### config.mk
export PLATFORM = sky130hd
export DESIGN_NAME = pmem_arbiter
export DESIGN_NICKNAME = d
export VERILOG_FILES = /design/src/rtl/pmem_arbiter_pkg.sv /design/src/rtl/pmem_client_mux.sv /design/src/rtl/pmem_arbiter.sv
export SDC_FILE = /design/constraint.sdc
export NUM_CORES = 1
export LEC_CHECK = 0
export CORE_AREA = 2 2 319 321
export CTS_CLUSTER_SIZE = 25
export DETAILED_ROUTE_END_ITERATION = 10
export DIE_AREA = 0 0 321 323
export SLEW_MARGIN = 20
export SYNTH_ARGS = -nofsm -noshare
export SYNTH_HDL_FRONTEND = slang
export SYNTH_SLANG_ARGS = --single-unit
### constraint.sdc
create_clock -name clk -period 3.7 [get_ports clk]
set_input_delay 0.74 -clock clk [delete_from_list [all_inputs] [get_ports clk]]
set_output_delay 0.74 -clock clk [all_outputs]
set_load 0.005 [all_outputs]
### src/rtl/pmem_arbiter_pkg.sv
// Shared types for the physical-memory arbiter: line/address types,
// arbiter state encoding and grant vector bit positions.
package pmem_arbiter_pkg;

   localparam int CACHE_LINE_W = 128;
   localparam int PMEM_ADDR_W  = 16;

   typedef logic [CACHE_LINE_W-1:0] lc3b_cache_line;
   typedef logic [PMEM_ADDR_W-1:0]  lc3b_pmem_addr;

   typedef enum logic [1:0] {
      IDLE    = 2'd0,
      SERVE_I = 2'd1,
      SERVE_D = 2'd2
   } arb_state_t;

   // One-hot grant vector bit positions
   localparam int GNT_I = 0;
   localparam int GNT_D = 1;

endpackage

### src/rtl/pmem_client_mux.sv
// Steers the granted client's command, address and write line onto the
// memory port. With no grant bit set the port is driven idle (all zero).
module pmem_client_mux
   import pmem_arbiter_pkg::*;
#(
   parameter int LINE_WIDTH = 128,
   parameter int ADDR_WIDTH = 16
) (
   input  logic [1:0]            grant_i,
   input  logic                  i_read_i,
   input  logic                  i_write_i,
   input  logic [ADDR_WIDTH-1:0] i_addr_i,
   input  logic [LINE_WIDTH-1:0] i_wdata_i,
   input  logic                  d_read_i,
   input  logic                  d_write_i,
   input  logic [ADDR_WIDTH-1:0] d_addr_i,
   input  logic [LINE_WIDTH-1:0] d_wdata_i,
   output logic                  read_o,
   output logic                  write_o,
   output logic [ADDR_WIDTH-1:0] addr_o,
   output logic [LINE_WIDTH-1:0] wdata_o
);

   // Select the granted client; a simultaneous read+write becomes a write
   always_comb begin
      read_o  = 1'b0;
      write_o = 1'b0;
      addr_o  = '0;
      wdata_o = '0;
      if (grant_i[GNT_D]) begin
         read_o  = d_read_i & ~d_write_i;
         write_o = d_write_i;
         addr_o  = d_addr_i;
         wdata_o = d_wdata_i;
      end else if (grant_i[GNT_I]) begin
         read_o  = i_read_i & ~i_write_i;
         write_o = i_write_i;
         addr_o  = i_addr_i;
         wdata_o = i_wdata_i;
      end
   end

endmodule

### src/rtl/pmem_arbiter.sv
// Serialises I-cache and D-cache line requests onto the single physical
// memory port. Round-robin on contention, one transaction in flight, grant
// registered through IDLE, responses steered back only to the owner.
module pmem_arbiter
   import pmem_arbiter_pkg::*;
#(
   parameter int LINE_WIDTH = 128,
   parameter int ADDR_WIDTH = 16
) (
   input  logic                  clk,
   input  logic                  reset,
   input  logic                  i_pmem_read,
   input  logic                  i_pmem_write,
   input  logic [ADDR_WIDTH-1:0] i_pmem_address,
   input  logic [LINE_WIDTH-1:0] i_pmem_wdata,
   output logic                  i_pmem_resp,
   output logic [LINE_WIDTH-1:0] i_pmem_rdata,
   input  logic                  d_pmem_read,
   input  logic                  d_pmem_write,
   input  logic [ADDR_WIDTH-1:0] d_pmem_address,
   input  logic [LINE_WIDTH-1:0] d_pmem_wdata,
   output logic                  d_pmem_resp,
   output logic [LINE_WIDTH-1:0] d_pmem_rdata,
   output logic                  pmem_read,
   output logic                  pmem_write,
   output logic [ADDR_WIDTH-1:0] pmem_address,
   output logic [LINE_WIDTH-1:0] pmem_wdata,
   input  logic [LINE_WIDTH-1:0] pmem_rdata,
   input  logic                  pmem_resp,
   output logic                  arb_busy
);

   arb_state_t state_q, state_d;
   logic       rr_last_q, rr_last_d;   // 0: I served last, 1: D served last
   logic [1:0] grant;
   logic       resp_i, resp_d;
   logic       req_i, req_d;

   assign req_i = i_pmem_read | i_pmem_write;
   assign req_d = d_pmem_read | d_pmem_write;

   // Next-state, round-robin pick, grant and response steering
   always_comb begin
      state_d   = state_q;
      rr_last_d = rr_last_q;
      grant     = 2'b00;
      resp_i    = 1'b0;
      resp_d    = 1'b0;
      case (state_q)
         IDLE: begin
            if (req_d && (!req_i || !rr_last_q)) begin
               state_d = SERVE_D;
            end else if (req_i) begin
               state_d = SERVE_I;
            end
         end
         SERVE_I: begin
            // Dropping the request withdraws the command immediately
            grant[GNT_I] = req_i;
            if (pmem_resp) begin
               resp_i    = 1'b1;
               rr_last_d = 1'b0;
               state_d   = IDLE;
            end else if (!req_i) begin
               state_d = IDLE;
            end
         end
         SERVE_D: begin
            grant[GNT_D] = req_d;
            if (pmem_resp) begin
               resp_d    = 1'b1;
               rr_last_d = 1'b1;
               state_d   = IDLE;
            end else if (!req_d) begin
               state_d = IDLE;
            end
         end
         default: state_d = IDLE;
      endcase
   end

   // State and round-robin history; reset returns to IDLE with D favoured
   always_ff @(posedge clk) begin
      if (reset) begin
         state_q   <= IDLE;
         rr_last_q <= 1'b0;
      end else begin
         state_q   <= state_d;
         rr_last_q <= rr_last_d;
      end
   end

   pmem_client_mux #(
      .LINE_WIDTH (LINE_WIDTH),
      .ADDR_WIDTH (ADDR_WIDTH)
   ) u_mux (
      .grant_i   (grant),
      .i_read_i  (i_pmem_read),
      .i_write_i (i_pmem_write),
      .i_addr_i  (i_pmem_address),
      .i_wdata_i (i_pmem_wdata),
      .d_read_i  (d_pmem_read),
      .d_write_i (d_pmem_write),
      .d_addr_i  (d_pmem_address),
      .d_wdata_i (d_pmem_wdata),
      .read_o    (pmem_read),
      .write_o   (pmem_write),
      .addr_o    (pmem_address),
      .wdata_o   (pmem_wdata)
   );

   // A transaction cut short by reset never reports completion
   assign i_pmem_resp  = resp_i & ~reset;
   assign d_pmem_resp  = resp_d & ~reset;
   assign i_pmem_rdata = pmem_rdata;
   assign d_pmem_rdata = pmem_rdata;
   assign arb_busy     = (state_q != IDLE);

endmodule

Word-level counts from Yosys, hierarchy flattened
Index checks and enable logic that the tools add are counted.
- register bits: 3
- latch bits: 0
- bits in writable memories: 0
- memory bits (read-only): 0
- bits of input ports: 423
- memories kept: 0
- add/subtract/negate cells: 0
- multiply operators: 0
- divide/modulo/power cells: 0
- $lt $le $gt $ge: 0
- equality and inequality tests: 7
- shifts and indexed selects: 0
- multiplexer cells: 23
- bitwise operators: 9
- reductions and logical operators: 9
- operator list (operator ; count):
    $mux 128 ; 2
    $mux 16 ; 2
    $mux 2 ; 6
    $mux 1 ; 11
    $ne 3x3->1 const B ; 3
    $pmux 2 s3 ; 1
    $reduce_and 3->1 ; 2
    $and 1x1->1 ; 4
    $ne 2x2->1 const B ; 2
    $reduce_bool 2->1 ; 2
    $not 1->1 ; 3
    $eq 2x1->1 const B ; 1
    $eq 2x2->1 const B ; 1
    $logic_not 1->1 ; 2
    $logic_not 2->1 ; 1
    $or 1x1->1 ; 2
    $pmux 1 s2 ; 1
    $logic_and 1x1->1 ; 1
    $logic_or 1x1->1 ; 1

Logic depth before layout (Yosys ltp)
- word-level depth: 6
- mapped depth: 5
- gate-level depth less buffers: 3

Cells and area by module
From an unflattened synthesis, not the netlist that was laid out.
- cell total of the unflattened synthesis: 463
- area, all modules: 3631.0 µm²
- by module, submodules not included (module ; times used ; cells an instance ; area an instance (µm²)):
    pmem_arbiter ; 1 ; 277 ; 2108.3
    pmem_client_mux ; 1 ; 186 ; 1522.7

Worst setup path after synthesis
Ideal clock, no wire load.
- kind: in2out
- start point: input i_pmem_write
- end point: output pmem_wdata[100]
- arrival: 1567 ps
- slack: 1393 ps
- stages on the path: 5
- path buffers: 2
- cell sequence: nor2_1 > nor2_4 > buf_4 > buf_2 > a22o_1
- word-level cells in the longest chain between the ends: 4
- RTL lines (element ; line ; text):
    from (decl) ; pmem_arbiter.sv:13 ; input logic i_pmem_write,
    $or 1x1->1 ; pmem_arbiter.sv:39 ; assign req_i = i_pmem_read | i_pmem_write;
    $mux 1 ; pmem_arbiter.sv:49 ; case (state_q)
    $mux 128 ; pmem_client_mux.sv:35 ; end else if (grant_i[GNT_I]) begin
    $mux 128 ; pmem_client_mux.sv:30 ; if (grant_i[GNT_D]) begin
    to (decl) ; pmem_arbiter.sv:27 ; output logic [LINE_WIDTH-1:0] pmem_wdata,
Every way passes these cells.

Worst setup path in the final report
- start point: input i_pmem_write
- end point: output pmem_wdata[54]
Same word-level chain as after synthesis.

==> impl_metrics.py <==
metrics = {
    "worst_setup_path": {
        "regToRegSetupSlack_ns": 2.48,
        "cp_data_required_time_ns": 2.96,
        "critPathArrivalTime_ns": 2.81,
        "cp_common_cell": "clkdlybuf4s50_1",
        "crit_buf_inv": 3,
        "worst_setup_sp_type": "input port",
        "worst_path_largest_cell_delay_ns": 0.57,
        "worst_r2r_path_depth": 2,
        "ordered_list_of_cells_on_the_worst_path": "clkdlybuf4s50_1 > nor2_1 > nor2_4 > buf_12 > a22o_1 > clkdlybuf4s50_1",
        "crit-reg2reg-launch": "state_q[0]$_SDFFE_PP0P_",
        "worst-path-max-fanout": 55,
        "critical_path.reg2reg.endpoint": "state_q[1]$_SDFFE_PP0P_",
        "cp-end-kind": "output port",
        "timing.critical_path.slowest_stage_cell": "clkdlybuf4s50_1",
        "timing.critical_path.max_delay_family": "buffers and inverters",
        "classification_of_the_worst_setup_path": "in -> out",
    },
    "yosys": {
        "synth_seq_area_share_pct": 1.67,
        "synth_top_cells_by_count": "257 x buf_4, 144 x a22o_1, 19 x buf_2, 7 x buf_6",
        "post_synth_num_cell_types": 25,
        "synth_enable_flop_cells": 0,
        "netlist.top_cell.by_area": "buf_4",
        "yosys_register_bits": 3,
        "synth_top_flop_cell": "dfxtp_1",
        "synth_cells": 459,
        "area_share_of_xor_xnor_cells_in_the_synthesized_design_pct": 0,
        "yosysWarnings": 0,
        "ys_top_cells_by_area": "buf_4 54%, a22o_1 35%, buf_2 2.6%",
        "postSynthAreaPerCell_um2": 7.85,
        "synth_largest_type_area_fraction_pct": 53.5,
        "post_synth_and_or_nand_nor_area_fraction_pct": 2.78,
        "synthAdderAreaFrac_pct": 0,
        "syn_nets": 882,
        "async_set_or_reset_register_ratio_after_synthesis_pct": 0,
        "syn_area_um2": 3600,
        "synth.most_common_cell": "buf_4",
        "synth_top_family_by_area": "buffers and inverters",
        "synth-compound-area-share_pct": 36.5,
        "synth.mux.area_fraction_pct": 0,
    },
    "sta": {
        "hold_viol_final": 0,
        "final.setup.tns_ns": 0,
        "report.final.slew_viol_count": 0,
        "worst_clock_skew_ns": 0.000737,
        "finalCritPeriodShare_pct": 96.1,
        "grt_setup_unrepaired": "no",
        "worst_slew_pin_slew_ns": 0.456,
        "min_period_ns": 3.55,
        "final_critical_path_setup_slack_ns": 0.145,
        "setup_violations": 0,
        "max-slew-margin-rel_pct": 68.8,
        "timing.hold.ws_ns": 0.504,
        "achievable-frequency_ghz": 0.281,
    },
    "placement": {
        "gp_congestion": 0.759,
        "dpl_worst_slack_ns": 0.150,
        "detailed_place.area_um2": 8280,
        "port_buffers": 443,
        "post-dp-hpwl_um": 56700,
    },
    "hold_path": {
        "whs_path_depth": 2,
        "worst_hold_startpoint": "rr_last_q$_SDFFE_PP0P_",
        "worst_hold_path.endpoint": "rr_last_q$_SDFFE_PP0P_",
        "hold_class": "reg -> reg",
    },
    "cells_and_area": {
        "synthToLayoutAreaGrowth_pct": 132,
        "final_area_um2": 8360,
        "regArea_um2": 60.1,
        "finalCoreUtilization_pct": 8.30,
        "nNetsFinal": 1064,
        "multiInputGateArea_um2": 1410,
        "post_route_cells_drive_above_1_share_pct": 16.9,
        "n_fill_cell": 11800,
    },
    "cts": {
        "cts.htree.levels": 1,
        "post-cts-setup-buffer-count": 0,
        "cts_hold_buf": 0,
        "cts-resized-gates": 0,
        "cts.reportedPaths.clkPinSlew_ns": 0.03,
        "number_of_buffers_inserted_during_clock_tree_synthesis": 3,
        "clock_root_buffer": "clkbuf_16",
        "cts_num_sinks": 3,
        "cts.path.max_buffers": 2,
        "clock_latency_ns": 0.22,
        "cts_tree": "built",
    },
    "die": {
        "boundaryPins": 828,
        "std_cell_rows": 117,
        "starting_utilization_of_the_core_area_pct": 3.58,
        "die_width_um": 321,
        "die_h_um": 323,
        "design.die.area_um2": 104000,
        "core_um2": 101000,
    },
    "detailed_routing": {
        "post-route-drc-count": 0,
        "detail_route.first_pass.iterations": 4,
        "routed_wirelength_um": 60000,
        "final_ant_viol_nets": 0,
        "number_of_drc_markers_in_iteration_0": 119,
        "drt-wirelength-per-cell_um": 30.8,
        "via_per_inst": 2.27,
        "route.vias.total": 4419,
    },
    "global_route": {
        "first_pass_grt_wire_length_um": 67700,
        "globalRoute.totalOverflow": 0,
        "grt_util_all_layers_pct": 10.8,
        "grt_pass1_vias": 4413,
        "grt_max_degree": 56,
        "grt_antenna_before_repair": 22,
    },
    "pwr": {
        "worst_ir_drop_vdd_mv": 0.110,
        "power-per-cell-area_nw_per_um2": 180,
        "power.leakage_uw": 0.00272,
    },
    "flow_run": {
        "max_cap_viol_count": 0,
    },
    "outcome": {
        "run_status": "completed",
    },
}
cells by family after synthesis:
group / after synthesis
buf+inv: 290
simple gates: 15
flops: 3
compound gates: 151
cell type report:
cell class / count / area share [%]
diodes: 1 / 0.0299
clock buffers: 4 / 0.943
inverters: 4 / 0.180
multi-input cells: 166 / 16.9
flip-flops and latches: 3 / 0.719
well taps: 1309 / 19.6
repair buffers: 463 / 61.6
placed cells by master, fill, tap and decap left out, types with 2 or more instances in the layout:
master / synthesis / layout
a22o_1: 144 / 144
clkbuf_16: 0 / 3
nand2_1: 3 / 3
buf_12: 0 / 61
buf_4: 257 / 38
nand2b_1: 2 / 2
dfxtp_1: 3 / 3
clkdlybuf4s50_1: 0 / 364
nor2_4: 2 / 2
nor2_1: 3 / 3
inv_1: 3 / 3
how the worst max path moves through the flow:
| stage | start | end | cells past startpoint |
|---|---|---|---|
| 2_1_floorplan | i_pmem_write | pmem_wdata[100] | 5 |
| 3_3_place_gp | d_pmem_read | pmem_wdata[50] | 6 |
| 3_5_place_dp | i_pmem_write | pmem_wdata[50] | 6 |
| 4_1_cts | i_pmem_write | pmem_wdata[50] | 6 |
| 5_1_grt | i_pmem_write | pmem_wdata[50] | 6 |
| 6_report | i_pmem_write | pmem_wdata[54] | 6 |
flip-flops by register name, summed over array words and instances (netlist names):
name,flops
rr_last_q,1
state_q,2
per-stage QoR:
stage,std cells,power (uW)
after floorplan,459,518
after global placement,1945,1380
after detailed placement,1945,1380
after CTS,1949,1550
after global routing,1949,1580
final,1950,1510
layer usage:
metal	routed length (um)	part of all wire, %	global-route usage, %	up-vias
li1	-	-	-	1757
met1	23700	39	12.3	1931
met2	23600	39	15.4	614
met3	11400	19	9.47	87
met4	1040	1.7	1.59	30
met5	201	0.33	0	-
where the power goes:
part | internal [uW] | total, uW | switching (uW) | leakage [uW]
Clock | 142 | 172 | 29.4 | 0.0000382
Sequential | 35.8 | 41.1 | 5.28 | 0.0000248
Combinational | 739 | 1290 | 554 | 0.00266
worst register-to-register path: stages (launching register included):
cell and delay [ns]:
dfxtp_1 0.37, o21bai_2 0.25, a2111oi_0 0.45
Note: power is estimated with default switching activity, not from simulation.
